`src/rtl/seven_seg_pkg.sv`:
```
// Shared constants, glyph table and display-buffer type for the seven-segment scan controller.
// Buffer fields are sized for the largest supported build (16 digits, 8-bit brightness).
package seven_seg_pkg;

  localparam int MAX_DIGITS   = 16;
  localparam int MAX_BRIGHT_W = 8;
  localparam int IDX_W        = 4;
  localparam int SEG_W        = 7;

  localparam int SEG_A = 0;
  localparam int SEG_B = 1;
  localparam int SEG_C = 2;
  localparam int SEG_D = 3;
  localparam int SEG_E = 4;
  localparam int SEG_F = 5;
  localparam int SEG_G = 6;

  // Entry 15 first: F, E, d, C, b, A, 9 .. 0
  localparam logic [15:0][SEG_W-1:0] HEX_SEG = {
    7'h71, 7'h79, 7'h5E, 7'h39, 7'h7C, 7'h77, 7'h6F, 7'h7F,
    7'h07, 7'h7D, 7'h6D, 7'h66, 7'h4F, 7'h5B, 7'h06, 7'h3F
  };

  typedef struct packed {
    logic [MAX_DIGITS-1:0][3:0]       hex;
    logic [MAX_DIGITS-1:0][SEG_W-1:0] raw;
    logic [MAX_DIGITS-1:0]            raw_mask;
    logic [MAX_DIGITS-1:0]            dp;
    logic [MAX_DIGITS-1:0]            blank;
    logic [MAX_BRIGHT_W-1:0]          bright;
  } disp_buf_t;

  function automatic logic [SEG_W-1:0] hex_to_seg(input logic [3:0] nib);
    return HEX_SEG[nib];
  endfunction

endpackage

```
`src/rtl/seven_seg_decode.sv`:
```
// Hex nibble to active-high seven-segment pattern (bit 0 = A).
// Latency: combinational. Backpressure: none.
// Stateless; output follows input.
module seven_seg_decode
  import seven_seg_pkg::*;
(
  input  logic [3:0]       hex,
  output logic [SEG_W-1:0] seg
);

  assign seg = hex_to_seg(hex);

endmodule

```
`src/rtl/seven_seg_scan_ctrl.sv`:
```
// Multiplexed seven-segment scanner with PWM brightness, anti-ghost blank cycle and frame-committed double buffer.
// Latency: outputs registered, 1 cycle behind the scan state. Backpressure: none, upd is accepted every cycle.
// Updates land in a pending buffer and become active only at the frame boundary.
module seven_seg_scan_ctrl
  import seven_seg_pkg::*;
#(
  parameter int N_DIGITS    = 8,
  parameter int SCAN_DIV    = 2048,
  parameter int BRIGHT_W    = 4,
  parameter bit SEG_ACT_LOW = 1'b1,
  parameter bit EN_ACT_LOW  = 1'b1
) (
  input  logic                      clk_sys,
  input  logic                      rst_sys,
  input  logic                      upd,
  input  logic [4*N_DIGITS-1:0]     hex_in,
  input  logic [7*N_DIGITS-1:0]     raw_in,
  input  logic [N_DIGITS-1:0]       raw_mask,
  input  logic [N_DIGITS-1:0]       dp_mask,
  input  logic [N_DIGITS-1:0]       blank_mask,
  input  logic [BRIGHT_W-1:0]       bright,
  output logic [N_DIGITS-1:0]       LEDen,
  output logic [SEG_W-1:0]          seg,
  output logic                      LEDDP,
  output logic                      frame_done
);

  localparam int SUB   = SCAN_DIV >> BRIGHT_W;
  localparam int CNT_W = (SCAN_DIV > 1) ? $clog2(SCAN_DIV) : 1;

  if (N_DIGITS < 1 || N_DIGITS > MAX_DIGITS) begin : g_bad_digits
    $error("seven_seg_scan_ctrl: N_DIGITS out of range 1..16");
  end
  if (BRIGHT_W < 1 || BRIGHT_W > MAX_BRIGHT_W) begin : g_bad_bright
    $error("seven_seg_scan_ctrl: BRIGHT_W out of range 1..8");
  end
  if (SCAN_DIV < (1 << BRIGHT_W) || (SCAN_DIV % (1 << BRIGHT_W)) != 0) begin : g_bad_div
    $error("seven_seg_scan_ctrl: SCAN_DIV must be a multiple of 2**BRIGHT_W");
  end

  logic [CNT_W-1:0]    cnt;
  logic [IDX_W-1:0]    idx;
  logic                pend_valid;
  disp_buf_t           pend_buf;
  disp_buf_t           act_buf;
  disp_buf_t           in_buf;

  logic                cnt_wrap;
  logic                boundary;
  logic [CNT_W-1:0]    sub_slot;
  logic                digit_on;
  logic [SEG_W-1:0]    dec_seg;
  logic [SEG_W-1:0]    seg_src;
  logic [N_DIGITS-1:0] en_vec;

  always_comb begin
    in_buf = '0;
    for (int i = 0; i < N_DIGITS; i++) begin
      in_buf.hex[i] = hex_in[4*i +: 4];
      in_buf.raw[i] = raw_in[7*i +: 7];
    end
    in_buf.raw_mask[N_DIGITS-1:0] = raw_mask;
    in_buf.dp[N_DIGITS-1:0]       = dp_mask;
    in_buf.blank[N_DIGITS-1:0]    = blank_mask;
    in_buf.bright[BRIGHT_W-1:0]   = bright;
  end

  assign cnt_wrap = (cnt == CNT_W'(SCAN_DIV - 1));
  assign boundary = cnt_wrap && (idx == IDX_W'(N_DIGITS - 1));

  seven_seg_decode u_decode (
    .hex (act_buf.hex[idx]),
    .seg (dec_seg)
  );

  // cnt==0 stays dark so the segment change never overlaps a lit digit.
  always_comb begin
    sub_slot = cnt / CNT_W'(SUB);
    digit_on = (cnt != '0) && (int'(sub_slot) < int'(act_buf.bright)) && !act_buf.blank[idx];
    seg_src  = act_buf.raw_mask[idx] ? act_buf.raw[idx] : dec_seg;
    en_vec   = digit_on ? (N_DIGITS'(1) << idx) : '0;
  end

  always_ff @(posedge clk_sys) begin
    if (rst_sys) begin
      cnt        <= '0;
      idx        <= '0;
      pend_valid <= 1'b0;
      pend_buf   <= '0;
      act_buf    <= '0;
      LEDen      <= {N_DIGITS{EN_ACT_LOW}};
      seg        <= {SEG_W{SEG_ACT_LOW}};
      LEDDP      <= SEG_ACT_LOW;
      frame_done <= 1'b0;
    end else begin
      cnt <= cnt_wrap ? '0 : cnt + CNT_W'(1);
      if (cnt_wrap) begin
        idx <= boundary ? '0 : idx + IDX_W'(1);
      end

      // An upd landing on the boundary itself bypasses pending and wins.
      if (boundary) begin
        pend_valid <= 1'b0;
        if (upd) begin
          act_buf <= in_buf;
        end else if (pend_valid) begin
          act_buf <= pend_buf;
        end
      end else if (upd) begin
        pend_buf   <= in_buf;
        pend_valid <= 1'b1;
      end

      LEDen      <= EN_ACT_LOW ? ~en_vec : en_vec;
      seg        <= SEG_ACT_LOW ? ~seg_src : seg_src;
      LEDDP      <= SEG_ACT_LOW ^ (digit_on & act_buf.dp[idx]);
      frame_done <= boundary;
    end
  end

endmodule

```
`config.mk`:
```
export PLATFORM = sky130hd
export DESIGN_NAME = seven_seg_scan_ctrl
export DESIGN_NICKNAME = d
export VERILOG_FILES = /design/src/rtl/seven_seg_pkg.sv /design/src/rtl/seven_seg_decode.sv /design/src/rtl/seven_seg_scan_ctrl.sv
export SDC_FILE = /design/constraint.sdc
export NUM_CORES = 1
export LEC_CHECK = 0
export ABC_AREA = 1
export BUFFER_PORTS_ARGS = -buffer_cell sky130_fd_sc_hd__buf_4
export CAP_MARGIN = 0
export CORE_MARGIN = 3
export CORE_UTILIZATION = 50
export DETAILED_ROUTE_END_ITERATION = 8
export GPL_TIMING_DRIVEN = 0
export HOLD_SLACK_MARGIN = 0.05
export PLACE_DENSITY = 0.69
export REMOVE_ABC_BUFFERS = 1
export SYNTH_ARGS = -nofsm -noshare
export SYNTH_HDL_FRONTEND = slang
export SYNTH_HIERARCHICAL = 1
export SYNTH_SLANG_ARGS = --single-unit
```
`constraint.sdc`:
```
create_clock -name clk_sys -period 2.6 [get_ports clk_sys]
set_input_delay 0.26 -clock clk_sys [delete_from_list [all_inputs] [get_ports clk_sys]]
set_output_delay 0.26 -clock clk_sys [all_outputs]
set_load 0.05 [all_outputs]
```
==> results of run 1 <==
[cell usage after synthesis]
cell and n:
buf_1 36, nor2_2 4, clkinv_1 2, buf_2 39, nand2_2 1, a21oi_1 7, a22o_1 4, mux2i_1 116
xor2_1 2, nor2_4 2, buf_6 8, nand3_4 1, nand4_1 2, nand2_1 425, o211ai_1 1, nand4_2 1
nor3_1 5, nand3b_1 123, nand3_1 173, inv_1 99, or2_2 1, dfxtp_1 265, o21ai_0 30, nor2_1 525
nor3b_1 1, buf_4 11, clkbuf_1 39, ha_1 18, inv_2 6
[per-layer routing]
metal / share of wire / routed length (um) / track usage / vias to the layer above
met1: 0.46 / 16470 / 0.3268 / 5907
met5: 0 / 0 / 0 / -
met2: 0.47 / 16970 / 0.4069 / 315
li1: - / - / - / 6519
met4: 0.020 / 705 / 0.06490 / 0
met3: 0.053 / 1930 / 0.02973 / 59
[worst paths after layout]
check / start / endpoint / slack, ns / cells past startpoint
worst max-delay path: idx[0] / seg[3] / 0.12 / 13
worst min-delay path: hex_in[14] / pend_buf[182] / 0.07 / 4
worst max register to register: idx[0] / seg[3] / 0.12 / 13
worst min register to register: act_buf[181] / act_buf[181] / 0.47 / 2
[cell families (layout without fill, tap and decap cells)]
logic type	after synthesis	after routing	share of synthesized area
xor gates and xnor gates	2	2	0.001300
AOI/OAI and AO/OA	42	42	0.01690
muxes	116	116	0.08615
adders and majority gates	18	18	0.01671
DFF	265	265	0.3936
buffers and inverters	240	437	0.07798
and+or+nand+nor	1264	1269	0.4074
[sequential cells by signal, indices dropped and copies added, names as in the netlist]
name	flops
LEDDP	1
LEDen	8
act_buf	116
cnt	11
frame_done	1
idx	4
pend_buf	116
pend_valid	1
seg	7
[worst reg2reg max path, delay by kind of cell, from the launching register on]
kind,cells,cell delay [ns]
AOI/OAI and AO/OA,4,0.78
adders and majority gates,1,0.23
buffers and inverters,4,0.61
DFF,1,0.40
and+or+nand+nor,4,0.31
[area by class of cell]
type,count,share of cell area
timing repair buffer,278,0.1565
clock inverter,12,0.005387
tap,335,0.02472
sequential,265,0.3134
inverter,107,0.02487
multi-input combinational,1447,0.4258
clock buffer,40,0.04937
[power by group]
part	switching [uW]	total [uW]	internal [uW]
Combinational	500	998	498
Sequential	62.2	4260	4190
Clock	1650	3980	2330
Total	2210	9240	7030
[repair_timing]
item                                    4_1_cts  5_1_grt
pin swaps                                     4        3
setup buffers                                10        9
cloned                                        6        1
endpoints found under the setup margin      254       69
endpoints found under the hold margin       110        0
gates resized for setup                      10       11
hold buffers                                105        0
[per-stage QoR]
stage / instance area [um^2] / TNS [ns]
final: 16960 / 0
after global routing: 16960 / 0
after CTS: 16840 / 0
after detailed placement: 14670 / -247.55
after global placement: 14260 / -1640.36
after floorplan: 12830 / -609.08
==> reports/qor.csv, run 1 <==
stage;metric;value;unit
timing;slew_headroom;0.3807;
synth;synth_top_area_frac;0.3936;
worst_setup_path;endpoint_kind;flip-flop;
grt;grt_pass1_vias;11690;
timing;whs;0.06819;ns
die;core_area;26280;um^2
timing;setup_viol_count_final;0;
drt;num_vias;12800;
worst_setup_path;start_kind;flip-flop;
finish;regArea;5314;um^2
placed_design;dp.cells;2301;
finish;fill_cells;2265;
synth;synth_cell_types;29;
die;initial_core_util;0.5129;
drt;routedWlPerCell;14.52;um
cts;clkTransAtPathRegs;0.06;ns
timing;fin_worst_skew;0.009888;ns
finish;fin_util;0.6452;
finish;area_growth;25.81;%
timing;grt_setup_unrepaired;false;
synth;syn_area;13480;um^2
finish;multi_input_area;7219;um^2
pwr;peakVddDrop;0.5552;mV
worst_setup_path;cp_slowest_cell;dfxtp_4;
cts;cts_made_buffers;29;
grt;gr-total-overflow;0;
finish;nets;2265;
pwr;p_per_area;544.9;nW/um^2
cts;cts.sinks;265;
worst_setup_path;worstPathBufferInverterCount;4;
synth;ys_top_cells_by_area;dfxtp_1 39%, nor2_1 15%, nand2_1 12%, mux2i_1 8.6%, nand3b_1 6.9%;
worst_setup_path;path_delay_family;compound AO/OA/AOI/OAI gates;
synth;ys_ff_latch;265;
run_status;status;finished clean;
worst_setup_path;cp_max_fo;24;
drt;first_pass_iters;5;
grt;grt_max_degree;128;
timing;max_freq;403.5;MHz
placed_design;pre_cts_ws;-1.345;ns
cts;clk_latency;0.54;ns
worst_setup_path;worst-setup-path-type;reg -> reg;
drt;antenna_left;0;
synth;ys.warnings.count;6;
die;die_w;170.2;um
timing;worstMarginPinSlew;0.9290;ns
cts;cts_max_path_buffers;3;
timing;min_period_over_period;0.9532;
synth;syn_avg_cell_area;6.922;um^2
grt;grt_pass1_wl;58440;um
pwr;p_leak;0.007738;uW
placed_design;place_hpwl;19890;um
finish;final_cell_mix;523 x nor2_1, 425 x nand2_1, 262 x dfxtp_1;
finish;layout-drive-gt1-share;0.1163;
worst_setup_path;arrival;2.87;ns
synth;yosysTopAreaCell;dfxtp_1;
die;boundaryPins;136;
timing;finalHoldViolCount;0;
finish;finalNonFillerCells;2484;
die;num_rows;59;
cts;cts_tree;built;
timing;maxSlewViolCount;0;
timing;fin_ws;0.1216;ns
finish;antenna_cells;0;
grt;grt_usage;0.2408;
drt;routed_wl;36080;um
synth;ys_seq_area_frac;0.3936;
cts;root_buffer;clkbuf_16;
finish;final_common_cell;nor2_1;
die;die_h;170.2;um
placed_design;gp_congestion;0.7764;
worst_setup_path;required;2.99;ns
flow_run;maxCapViolCount;0;
placed_design;portBuffers;135;
timing;period_needed;2.478;ns
grt;grt_antenna_before_repair;0;
worst_setup_path;crit_chain;buf_12 > inv_8 > buf_12 > o21ai_0 > o21ai_1 > a22o_1 > buf_4 > ha_1 > o21ai_0 > nand2_1 > nand2_1 > nand3b_1 > nand3_1;
cts;h-tree-depth;1;
drt;drt_iter0_drc;760;
drt;routed_via_density;5.153;
die;dieArea;28960;um^2
hold_path;hp-class;in -> reg;
synth;synthCells;1947;
worst_setup_path;crit_path_max_incr_delay;0.40;ns
pwr;power.total;9240;uW
drt;drc_errors;0;
Power figures use the tool's default switching activity.
==> run 2: changes to the inputs <==
- CTS_BUF_LIST: not set -> sky130_fd_sc_hd__clkbuf_2 sky130_fd_sc_hd__clkbuf_4 sky130_fd_sc_hd__clkbuf_8
==> run 2 against run 1 <==
  * Non-clock buffer count is 7 higher
  * Clock power hardly changed
  * Count of clock-buffer cells in the layout is 30 higher
  * Largest power group unchanged
  * Setup slack better by 0.022 ns
  * Global-route usage hardly changed
  * Die area stayed put
==> reports/qor.csv, run 2 (same netlist as run 1, synthesis figures left out) <==
stage;metric;value;unit
timing;max_freq;407.0;MHz
worst_setup_path;arrival;2.92;ns
grt;grt_pass1_vias;11910;
run_status;status;finished clean;
die;core_area;26280;um^2
finish;area_growth;26.67;%
timing;grt_setup_unrepaired;true;
drt;first_pass_iters;5;
grt;grt_usage;0.2412;
drt;drc_errors;0;
worst_setup_path;r2r_cells;14;
drt;routed_wl;35960;um
cts;clk_latency;0.54;ns
placed_design;place_hpwl;19890;um
worst_setup_path;required;3.07;ns
drt;routedWlPerCell;14.25;um
drt;num_vias;12870;
hold_path;holdPathStages;4;
timing;fin_worst_skew;0.02169;ns
pwr;power.total;9218;uW
finish;antenna_cells;0;
pwr;peakVddDrop;0.3776;mV
worst_setup_path;worst-setup-path-type;reg -> reg;
die;boundaryPins;136;
grt;grt_antenna_before_repair;0;
die;initial_core_util;0.5129;
cts;cts_made_buffers;47;
timing;maxSlewViolCount;0;
cts;cts_max_path_buffers;3;
finish;fill_cells;2266;
placed_design;portBuffers;135;
flow_run;maxCapViolCount;0;
cts;root_buffer;clkbuf_8;
pwr;p_leak;0.007827;uW
die;die_w;170.2;um
cts;cts.sinks;265;
die;num_rows;59;
hold_path;hp-class;in -> reg;
timing;tns;0;ns
timing;fin_ws;0.1433;ns
grt;grt_pass1_wl;58590;um
finish;final_common_cell;nor2_1;
timing;min_period_over_period;0.9449;
timing;slew_headroom;0.3695;
cts;h-tree-depth;2;
placed_design;pre_cts_ws;-1.345;ns
timing;finalHoldViolCount;0;
grt;gr-total-overflow;0;
pwr;p_per_area;539.9;nW/um^2
grt;grt_max_degree;128;
cts;cts_tree;built;
die;dieArea;28960;um^2
drt;drt_iter0_drc;720;
cts;clkTransAtPathRegs;0.06;ns
worst_setup_path;cp_max_fo;17;
finish;reg_top3;act_buf x116, pend_buf x116, cnt x11;
finish;nets;2290;
timing;worstMarginPinSlew;0.9458;ns
die;die_h;170.2;um
timing;setup_viol_count_final;0;
finish;final_cell_mix;523 x nor2_1, 425 x nand2_1, 262 x dfxtp_1;
timing;period_needed;2.457;ns
drt;antenna_left;0;
drt;routed_via_density;5.099;
finish;fin_util;0.6496;
finish;layout-drive-gt1-share;0.1303;
worst_setup_path;endpoint_kind;flip-flop;
placed_design;gp_congestion;0.7764;
worst_setup_path;start_kind;flip-flop;
timing;whs;0.07783;ns
==> run 2: cell count changes in the layout (fill, tap and decap cells not counted), sizes merged <==
| cell | before | now |
|---|---|---|
| clkinv | 12 | 14 |
| clkbuf | 41 | 72 |
| buf | 171 | 169 |
| dlygate4sd3 | 105 | 113 |
==> run 2: final timing paths <==
kind	from	to	slack, ns
min reg2reg	act_buf[181]	act_buf[181]	0.47
max	idx[0]	seg[3]	0.14
min	raw_in[18]	pend_buf[74]	0.08
max reg2reg	idx[0]	seg[3]	0.14
==> run 2: timing repair <==
item | in CTS | in global routing
hold buffers | 113 | 0
pin swaps | 4 | 2
hold endpoints to repair | 119 | 0
setup buffers | 11 | 6
resized for setup | 10 | 6
gates cloned | 6 | 2
setup endpoints to repair | 254 | 124
==> run 2: report_power, final <==
part           internal [uW]  switching, uW  total (uW)  leakage [uW]
combinational            506            502        1010       0.00513
sequential              4200           62.4        4260       0.00217
clock                   2240           1710        3950      0.000526
==> run 2: stage by stage <==
step           cells  area, um^2
6_report        2523       17070
3_5_place_dp    2301       14670
4_1_cts         2515       16960
5_1_grt         2523       17070
2_1_floorplan   1814       12830
3_3_place_gp    2284       14260
==> run 2: critical path, stage by stage (launching register included) <==
cell and delay, ns:
dfxtp_4 0.40, buf_12 0.17, inv_6 0.10, buf_12 0.15, o21ai_0 0.20, o21ai_1 0.15
a22o_1 0.26, inv_1 0.15, ha_1 0.25, nand2_1 0.07, o21ai_0 0.10, nand2_1 0.08
nand2_1 0.05, nand3b_1 0.15, nand3_1 0.09
==> run 2: routing by layer <==
metal / GRT usage / vias up / wire length, um
li1: - / 6565 / -
met1: 0.3226 / 5948 / 16860
met2: 0.4062 / 286 / 16640
met3: 0.03810 / 67 / 1668
met4: 0.06631 / 0 / 792
met5: 0 / - / 0
==> run 2: area by class of cell <==
| class | count | area (um^2) | share of cell area |
|---|---|---|---|
| Multi-Input combinational cell | 1447 | 7206 | 0.4221 |
| Sequential cell | 265 | 5314 | 0.3113 |
| Timing Repair Buffer | 285 | 2748 | 0.1609 |
| Clock buffer | 70 | 869.6 | 0.05093 |
| Inverter | 107 | 419.2 | 0.02455 |
| Tap cell | 335 | 419.2 | 0.02455 |
| Clock inverter | 14 | 97.59 | 0.005716 |
==> run 3: changes to the inputs <==
--- a/config.mk
+++ b/config.mk
@@ -14,5 +14,4 @@
 export DETAILED_ROUTE_END_ITERATION = 8
 export GPL_TIMING_DRIVEN = 0
-export HOLD_SLACK_MARGIN = 0.05
 export PLACE_DENSITY = 0.69
 export REMOVE_ABC_BUFFERS = 1
==> constraint.sdc (replaced) <==
create_clock -name clk_sys -period 2.6 [get_ports clk_sys]
set_input_delay 0.13 -clock clk_sys [delete_from_list [all_inputs] [get_ports clk_sys]]
set_output_delay 0.13 -clock clk_sys [all_outputs]
set_load 0.05 [all_outputs]
==> run 3 against run 2 <==
  * Cell count increased by 0.16%
  * Largest power group unchanged
  * Die area unchanged
  * Critical endpoint is now pend_buf[12]
  * Core utilization increased by 0.15 points
  * Critical path type unchanged
  * Flip-flop and latch count unchanged
==> reports/qor.csv, run 3 (same netlist as run 1, synthesis figures left out) <==
stage;metric;value;unit
drt;num_vias;12910;
cts;h-tree-depth;2;
timing;min_period_over_period;0.9446;
worst_setup_path;worst-setup-path-type;reg -> reg;
die;num_rows;59;
drt;routed_via_density;5.108;
hold_path;hp-class;in -> reg;
drt;first_pass_iters;5;
die;die_w;170.2;um
pwr;power.total;9228;uW
timing;grt_setup_unrepaired;true;
timing;max_freq;407.2;MHz
finish;final_cell_mix;523 x nor2_1, 425 x nand2_1, 262 x dfxtp_1;
finish;layout-drive-gt1-share;0.1300;
finish;final_common_cell;nor2_1;
timing;slew_headroom;0.3639;
die;core_area;26280;um^2
timing;setup_viol_count_final;0;
placed_design;place_hpwl;19890;um
timing;period_needed;2.456;ns
pwr;peakVddDrop;0.3767;mV
cts;clkTransAtPathRegs;0.06;ns
worst_setup_path;arrival;2.88;ns
drt;routedWlPerCell;14.25;um
placed_design;pre_cts_ws;-1.345;ns
grt;grt_pass1_wl;58770;um
cts;clk_latency;0.54;ns
die;initial_core_util;0.5129;
grt;grt_usage;0.2418;
cts;root_buffer;clkbuf_8;
worst_setup_path;required;3.03;ns
timing;finalHoldViolCount;0;
timing;maxSlewViolCount;0;
timing;fin_worst_skew;0.01893;ns
cts;cts.sinks;265;
worst_setup_path;cp_slowest_cell;dfxtp_1;
finish;fill_cells;2260;
cts;cts_made_buffers;47;
worst_setup_path;endpoint_kind;flip-flop;
drt;routed_wl;36000;um
grt;gr-total-overflow;0;
placed_design;gp_congestion;0.7764;
drt;drt_iter0_drc;716;
finish;regArea;5314;um^2
finish;multi_input_area;7206;um^2
timing;whs;0.1879;ns
grt;grt_max_degree;128;
timing;tns;0;ns
run_status;status;finished clean;
grt;grt_antenna_before_repair;0;
die;boundaryPins;136;
timing;fin_ws;0.1442;ns
grt;grt_pass1_vias;11970;
finish;nets;2294;
drt;drc_errors;0;
die;die_h;170.2;um
finish;reg_top3;act_buf x116, pend_buf x116, cnt x11;
worst_setup_path;cpMostUsedCell;buf_12;
worst_setup_path;crit_chain;nand2_1 > nor2_2 > nand3_4 > nor2_4 > buf_12 > buf_12 > nor2_4 > buf_4 > buf_12 > nor2_1 > nor2_1;
finish;antenna_cells;0;
drt;antenna_left;0;
worst_setup_path;start_kind;flip-flop;
worst_setup_path;worstPathBufferInverterCount;4;
worst_setup_path;crit_path_max_incr_delay;0.43;ns
worst_setup_path;path_delay_family;simple AND/OR/NAND/NOR gates;
cts;cts_tree;built;
worst_setup_path;cp_max_fo;38;
flow_run;maxCapViolCount;0;
pwr;p_per_area;539.2;nW/um^2
die;dieArea;28960;um^2
timing;worstMarginPinSlew;0.9541;ns
finish;area_growth;26.97;%
placed_design;portBuffers;135;
cts;cts_max_path_buffers;3;
pwr;p_leak;0.007844;uW
run 3: cell types whose count changed in the layout (fill, tap and decap cells not counted), sizes merged:
cell,previous run,this run
dlygate4sd3,113,117
run 3: cell type report:
| cell class | instances | area share |
|---|---|---|
| clock buffer | 70 | 0.05082 |
| timing repair buffer | 289 | 0.1629 |
| sequential | 265 | 0.3105 |
| inverter | 107 | 0.02449 |
| multi-input combinational | 1447 | 0.4211 |
| clock inverter | 14 | 0.005703 |
| tap | 335 | 0.02449 |
run 3: worst paths after layout:
check / startpoint / endpoint / slack, ns / cells past startpoint
max: cnt[8] / pend_buf[12] / 0.14 / 11
min: upd / pend_buf[103] / 0.19 / 4
max reg2reg: cnt[8] / pend_buf[12] / 0.14 / 11
min reg2reg: act_buf[181] / act_buf[181] / 0.47 / 2
run 3: what timing repair did:
action                                  in CTS  in global routing
pin swaps                                    4                  2
cloned                                       6                  2
hold endpoints to repair                   241                  0
setup buffers                               11                  6
hold buffers                               117                  0
resized for setup                           10                  6
endpoints found under the setup margin     254                124
run 3: report_power, final:
| group | total, uW | internal [uW] | leakage, uW | switching [uW] |
|---|---|---|---|---|
| clock | 3960 | 2240 | 0.000526 | 1710 |
| sequential | 4260 | 4200 | 0.00217 | 62.5 |
| combinational | 1010 | 510 | 0.00515 | 504 |
run 3: routing by layer:
metal,up-vias,wire [um],part of all wire,GRT usage
met2,312,16720,0.46,0.4074
met3,65,1842,0.051,0.03833
met5,-,0,0,0
met1,5953,16660,0.46,0.3230
met4,0,782,0.022,0.06737
li1,6578,-,-,-
run 3: stage by stage:
step	util	cell area, um^2	cells
after detailed placement	0.5583	14670	2301
after global placement	0.5427	14260	2284
after CTS	0.6469	17000	2519
after global routing	0.6512	17110	2527
final	0.6512	17110	2527
after floorplan	-	12830	1814
run 3: worst reg2reg max path, delay by kind of cell (launching register included):
kind | cells | cell delay (ns)
AND/OR/NAND/NOR | 7 | 1.16
buffers and inverters | 4 | 0.76
flip-flops | 1 | 0.43
